==> src/rtl/apb_master_fsm.sv <==
// rtl/apb_master_fsm.sv - APB master sequencer (IDLE/SETUP/ACCESS/RESP) for the AXI2APB bridge
// Optional feature: define APB_TIMEOUT_EN to bound the ACCESS phase to TIMEOUT_CYCLES cycles.

module apb_master_fsm #(
   parameter int ADDR_WIDTH     = 32,
   parameter int DATA_WIDTH     = 32,
   parameter int TIMEOUT_CYCLES = 256
) (
   input  logic                    clk_i,
   input  logic                    rst_i,
   input  logic                    req_valid_i,
   output logic                    req_ready_o,
   input  logic [ADDR_WIDTH-1:0]   req_addr_i,
   input  logic                    req_write_i,
   input  logic [DATA_WIDTH-1:0]   req_wdata_i,
   input  logic [DATA_WIDTH/8-1:0] req_strb_i,
   output logic                    rsp_valid_o,
   input  logic                    rsp_ready_i,
   output logic [DATA_WIDTH-1:0]   rsp_rdata_o,
   output logic                    rsp_err_o,
   output logic [ADDR_WIDTH-1:0]   dec_addr_o,
   input  logic [1:0]              dec_psel_i,
   output logic [ADDR_WIDTH-1:0]   paddr_o,
   output logic                    pwrite_o,
   output logic [DATA_WIDTH-1:0]   pwdata_o,
   output logic [DATA_WIDTH/8-1:0] pstrb_o,
   output logic [1:0]              psel_o,
   output logic                    penable_o,
   input  logic [DATA_WIDTH-1:0]   prdata1_i,
   input  logic                    pready1_i,
   input  logic                    pslverr1_i,
   input  logic [DATA_WIDTH-1:0]   prdata2_i,
   input  logic                    pready2_i,
   input  logic                    pslverr2_i
);

   localparam int STRB_WIDTH = DATA_WIDTH / 8;

   typedef enum logic [1:0] {
      IDLE   = 2'd0,
      SETUP  = 2'd1,
      ACCESS = 2'd2,
      RESP   = 2'd3
   } state_t;

   state_t                  state;
   state_t                  state_nxt;

   logic [ADDR_WIDTH-1:0]   addr_q;
   logic                    write_q;
   logic [DATA_WIDTH-1:0]   wdata_q;
   logic [STRB_WIDTH-1:0]   strb_q;
   logic [1:0]              sel_q;
   logic [DATA_WIDTH-1:0]   rdata_q;
   logic                    err_q;

   logic                    sel_ok;
   logic                    pready_sel;
   logic                    pslverr_sel;
   logic [DATA_WIDTH-1:0]   prdata_sel;
   logic                    timeout_hit;

   // Only a one-hot decoder result selects a slave; 00 and 11 are decode errors.
   assign sel_ok = (dec_psel_i == 2'b01) || (dec_psel_i == 2'b10);

   // The latched select steers the response mux so the idle slave is never observed.
   assign pready_sel  = sel_q[1] ? pready2_i  : pready1_i;
   assign pslverr_sel = sel_q[1] ? pslverr2_i : pslverr1_i;
   assign prdata_sel  = sel_q[1] ? prdata2_i  : prdata1_i;

`ifdef APB_TIMEOUT_EN
   localparam int CNT_W = $clog2(TIMEOUT_CYCLES) + 1;

   logic [CNT_W-1:0] tmo_cnt;

   // Count ACCESS cycles; cleared while in SETUP so each transfer starts from zero.
   always_ff @(posedge clk_i or posedge rst_i) begin
      if (rst_i) begin
         tmo_cnt <= '0;
      end else if (state == SETUP) begin
         tmo_cnt <= '0;
      end else if (state == ACCESS) begin
         tmo_cnt <= tmo_cnt + 1'b1;
      end
   end

   // Last allowed ACCESS cycle without pready ends the transfer; pready in that cycle still wins.
   assign timeout_hit = (state == ACCESS) && !pready_sel &&
                        (tmo_cnt == CNT_W'(TIMEOUT_CYCLES - 1));
`else
   localparam int unused_timeout_cycles = TIMEOUT_CYCLES;

   assign timeout_hit = 1'b0;
`endif

   // State register.
   always_ff @(posedge clk_i or posedge rst_i) begin
      if (rst_i) begin
         state <= IDLE;
      end else begin
         state <= state_nxt;
      end
   end

   // Next-state and per-state handshake/APB control outputs.
   always_comb begin
      state_nxt   = state;
      req_ready_o = 1'b0;
      psel_o      = 2'b00;
      penable_o   = 1'b0;
      rsp_valid_o = 1'b0;
      case (state)
         IDLE: begin
            req_ready_o = !rst_i;
            if (req_valid_i) begin
               state_nxt = SETUP;
            end
         end
         SETUP: begin
            psel_o    = sel_ok ? dec_psel_i : 2'b00;
            state_nxt = sel_ok ? ACCESS : RESP;
         end
         ACCESS: begin
            psel_o    = sel_q;
            penable_o = 1'b1;
            if (pready_sel || timeout_hit) begin
               state_nxt = RESP;
            end
         end
         RESP: begin
            rsp_valid_o = 1'b1;
            if (rsp_ready_i) begin
               state_nxt = IDLE;
            end
         end
         default: begin
            state_nxt = IDLE;
         end
      endcase
   end

   // Request, select and response registers.
   always_ff @(posedge clk_i or posedge rst_i) begin
      if (rst_i) begin
         addr_q  <= '0;
         write_q <= 1'b0;
         wdata_q <= '0;
         strb_q  <= '0;
         sel_q   <= 2'b00;
         rdata_q <= '0;
         err_q   <= 1'b0;
      end else begin
         if (state == IDLE && req_valid_i) begin
            addr_q  <= req_addr_i;
            write_q <= req_write_i;
            wdata_q <= req_write_i ? req_wdata_i : '0;
            strb_q  <= req_write_i ? req_strb_i  : '0;
         end
         if (state == SETUP) begin
            sel_q <= sel_ok ? dec_psel_i : 2'b00;
            if (!sel_ok) begin
               err_q   <= 1'b1;
               rdata_q <= '0;
            end
         end
         if (state == ACCESS) begin
            if (pready_sel) begin
               err_q   <= pslverr_sel;
               rdata_q <= write_q ? '0 : prdata_sel;
            end else if (timeout_hit) begin
               err_q   <= 1'b1;
               rdata_q <= '0;
            end
         end
      end
   end

   // APB request lines come straight from the request register, so they are stable across SETUP/ACCESS.
   assign dec_addr_o  = addr_q;
   assign paddr_o     = addr_q;
   assign pwrite_o    = write_q;
   assign pwdata_o    = wdata_q;
   assign pstrb_o     = strb_q;

   // Response payload is only presented while the response is valid.
   assign rsp_rdata_o = (state == RESP) ? rdata_q : '0;
   assign rsp_err_o   = (state == RESP) ? err_q   : 1'b0;

endmodule

==> config.mk <==
export PLATFORM = sky130hd
export DESIGN_NAME = apb_master_fsm
export DESIGN_NICKNAME = d
export VERILOG_FILES = /design/src/rtl/apb_master_fsm.sv
export SDC_FILE = /design/constraint.sdc
export NUM_CORES = 1
export LEC_CHECK = 0
export BUFFER_PORTS_ARGS = -buffer_cell sky130_fd_sc_hd__buf_2
export CAP_MARGIN = 10
export CORE_MARGIN = 4
export CORE_UTILIZATION = 49
export CTS_CLUSTER_DIAMETER = 40
export DETAILED_ROUTE_END_ITERATION = 6
export HOLD_SLACK_MARGIN = 0.08
export PLACE_DENSITY_LB_ADDON = 0.25
export SLEW_MARGIN = 0
export SYNTH_ARGS = -nofsm -noshare
export SYNTH_HDL_FRONTEND = slang
export SYNTH_SLANG_ARGS = --single-unit
==> constraint.sdc <==
create_clock -name clk_i -period 7.8 [get_ports clk_i]
set_input_delay 1.56 -clock clk_i [delete_from_list [all_inputs] [get_ports clk_i]]
set_output_delay 1.56 -clock clk_i [all_outputs]
set_load 0.02 [all_outputs]
Yosys cells after proc, flatten, opt, wreduce, memory -nomap -nowiden
Cells that the tools add are included.

Input port bits: 143. Register bits: 106. Word-level logic and storage cells: 47. Output and inout port bits: 139.

Mux-type cells: 26. Reductions and logical operators: 5. Eq/ne operators: 8.

Operators with widths (number): two-way mux 32 bit (8); two-way mux 1 bit (11); two-way mux 2 bit (4); case mux 2 bit (4 select lines) (1); == test 2 bit, second input constant (3); inequality test 2 bit, second input constant (3); == test 2 x 1 -> 1 bit, second input constant (2); two-way mux 4 bit (1); case mux 2 bit (2 select lines) (1); AND reduction 3 bit (1); logical NOT 2 bit (1); logical AND 1 bit (1); logical NOT 1 bit (1); logical OR 1 bit (1).

Depth between registers and ports, before layout
Depth after elaboration: 6. Mapped depth: 7.

Worst setup path before layout
No wires, ideal clock.

Path kind: in2out. From: input dec_psel_i[0]. To: output psel_o[1]. Stages on the path: 4. Slack: 3.957 ns. Required time: 6.240 ns. Data arrival time: 2.283 ns. Cell sequence: inv_1 > ha_1 > nand2_1 > a21boi_0.

Word-level cells in the longest chain between the ends: 4. Elaborated cells on any way between the ends: 5.

RTL lines: start: declaration (RTL line 22) `input logic [1:0] dec_psel_i,`; == test 2 x 1 -> 1 bit / == test 2 bit (equally long branches) (RTL line 64) `assign sel_ok = (dec_psel_i == 2'b01) || (dec_psel_i == 2'b10);`; logical OR 1 bit * (RTL line 64); two-way mux 2 bit * (RTL line 120) `psel_o = sel_ok ? dec_psel_i : 2'b00;`; case mux 2 bit (2 select lines) * (RTL line 112) `case (state)`; end: declaration (RTL line 27) `output logic [1:0] psel_o,`.

Every way passes the cells marked *; elsewhere a longest branch is shown, timed or not.

Worst setup path in the final report
From: register state[0]. To: output psel_o[0].

Word-level cells in the longest chain between the ends: 2. Elaborated cells on any way between the ends: 3.

RTL lines: start: declaration (RTL line 46) `state_t state;`; start signal: assignment (RTL line 101) `state <= state_nxt;`; == test 2 bit / == test 2 x 1 -> 1 bit (equally long branches) (RTL line 112); case mux 2 bit (2 select lines) * (RTL line 112).

Marked as above.

==> impl_metrics.json <==
{
  "run_status": "finished clean",
  "synth_top_area_cell": "dfrtp_1",
  "portBuffers": 281,
  "crit_type": "reg2out",
  "rrSetupSlack_ns": 5.42,
  "path_max_fanout": 35,
  "antennaDiodeCount": 0,
  "cp_slowest_stage_delay_ns": 0.88,
  "drv_cap": 0,
  "critPathBufInv": 2,
  "relSlewSlack": 0.226,
  "yosys_register_bits": 106,
  "final_util": 0.635,
  "insertion_delay_ns": 0.37,
  "syn_avg_cell_area_um2": 11.0,
  "dieHeight_um": 113,
  "wl_mm": 13.8,
  "crit_slowest_cell": "ha_1",
  "yosysUniqueCellTypes": 30,
  "total_power_mw": 2.63,
  "antenna_found_initial": 0,
  "ctsResizeCount": 0,
  "hold_end": "pstrb_o[2]",
  "slew_viol_final": 0,
  "rows": 37,
  "peakVddDrop_uv": 228,
  "post-route-period-util": 0.504,
  "crit_start": "state[0]",
  "root_buffer": "clkbuf_8",
  "cp.depth": 5,
  "worstMarginPinSlew_ns": 1.16,
  "hp-start": "pstrb_o[2]",
  "dieArea_um2": 12700,
  "synthCells": 486,
  "arrival_ns": 2.37,
  "dp.cells": 835,
  "cts_htree_levels": 3,
  "r2r-start": "state[0]",
  "drc": 0,
  "wl_per_cell_um": 16.2,
  "synth_top_area_frac": 0.495,
  "power_density_nw_per_um2": 395,
  "cp_top_family": "adder cells",
  "area_delta_synth_final_pct": 24.4,
  "clock-sinks": 106,
  "place.gp.congestion": 0.789,
  "cts_tree": "built",
  "r2r_end": "rdata_q[9]",
  "cp_cell_sequence": "inv_1 -> ha_1 -> nand2_1 -> a21boi_0 -> buf_2",
  "max_freq_mhz": 254,
  "min_path_cells": 2,
  "skew_ns": 0.0125,
  "drtIter0Drc": 194,
  "grt_max_degree": 106,
  "synthArstFlopShare": 1.00,
  "io_pins": 282,
  "via_count": 4349,
  "first_pass_iters": 4,
  "layout-drive-gt1-share": 0.476,
  "vias_per_cell": 5.11,
  "cts-buffers-inserted": 9,
  "hp-class": "reg2reg",
  "cp.required_ns": 6.24,
  "overflow": 0,
  "track_usage": 0.218,
  "ant_nets": 0,
  "yosysSeqAreaShare": 0.495,
  "initial_core_util": 0.510,
  "grt_pass1_wl_mm": 22.2,
  "syn-cell-area_um2": 5360,
  "fin_nets": 861,
  "rsz0062_at_grt": "false",
  "cp-start-kind": "register",
  "synth_flop_cell": "dfrtp_1",
  "synthTopCellsByArea": "dfrtp_1, mux2_2, mux2i_1",
  "synth.top_cells.by_count": "dfrtp_1, nand2_1, o21ai_0, mux2i_1",
  "cts_hold_buf": 0,
  "power.leakage_nw": 3.49,
  "ys_warn_count": 0,
  "clockBufferDepth": 2,
  "worst_r2r_path_depth": 4,
  "fin_setup_tns_ns": 0,
  "clkTransAtPathRegs_ns": 0.11,
  "finalSetupViolations": 0,
  "synth_most_common_cell": "dfrtp_1",
  "cts_setup_buffers": 0,
  "layout_min_cycle_time_ns": 3.93,
  "endpoint_kind": "output port",
  "fin_cells": 851,
  "first_global_vias": 4380,
  "core_um2": 10500,
  "hold_viol": 0,
  "die_x_um": 113,
  "synth-edff-count": 0,
  "mappedNetlistNets": 637,
  "detailed_place_hpwl_mm": 10.4
}
## worst max-delay path by stage
stage | endpoint | slack (ns)
after detailed placement | psel_o[0] | 3.91
final | psel_o[0] | 3.87
after floorplan | dec_addr_o[0] | 3.45
after global routing | psel_o[0] | 3.57
after CTS | psel_o[0] | 3.79
after global placement | psel_o[1] | 3.92
## layout make-up
class / count / area (µm²)
fill: 896 / 3840
clock buffer: 9 / 124
multi-input combinational: 302 / 2200
sequential: 106 / 2650
timing repair buffer: 284 / 1430
inverter: 7 / 28.8
clock inverter: 7 / 58.8
tap: 136 / 170
## cell families after synthesis
family	Yosys count	synth area share
buf+inv	78	0.0957
compound gates	76	0.0973
flops	106	0.495
mux	69	0.139
simple gates	149	0.155
fa+ha+maj	8	0.0187
## cell usage in the layout (no fill, tap or decap), types with 2 or more instances in the layout
cell type,count
buf_4,3
nor4b_1,31
mux2i_1,34
ha_1,8
and2_1,33
o21ai_0,38
mux2_2,33
inv_6,2
clkinv_4,2
a31o_1,32
nand2_1,77
nor2b_1,3
clkbuf_8,9
buf_2,281
a21boi_0,2
dfrtp_1,105
inv_1,6
## worst reg2reg max path, stage by stage (launching register included)
cell      delay, ns
dfrtp_1        0.43
inv_1          0.16
ha_1           0.88
nand2b_4       0.44
a31o_1         0.36
## metrics by stage
step / hold slack (ns) / setup slack [ns] / area (µm²)
after detailed placement: 0.464 / 3.91 / 6490
after CTS: 0.491 / 3.79 / 6670
after floorplan: 0.465 / 3.45 / 5360
after global placement: 0.456 / 3.92 / 6490
after global routing: 0.518 / 3.57 / 6670
final: 0.485 / 3.87 / 6670
## routing by layer
layer,share of wire,vias up,global-route usage
met5,0,-,0
met4,0.021,0,0.0713
met3,0.098,23,0.0744
met2,0.49,196,0.365
met1,0.39,2042,0.264
li1,-,2088,-
## flip-flops by register name, indices dropped and copies added, names as in the netlist
name	count
pstrb_o	4
dec_addr_o	32
err_q	1
pwdata_o	32
sel_q	2
state	2
pwrite_o	1
rdata_q	32
## report_power, final
group          internal (mW)  switching, mW  total [mW]
sequential             0.803          0.173       0.975
combinational          0.520          0.825        1.34
clock                  0.121          0.194       0.315
No activity file was read; power rests on OpenSTA's default activity.
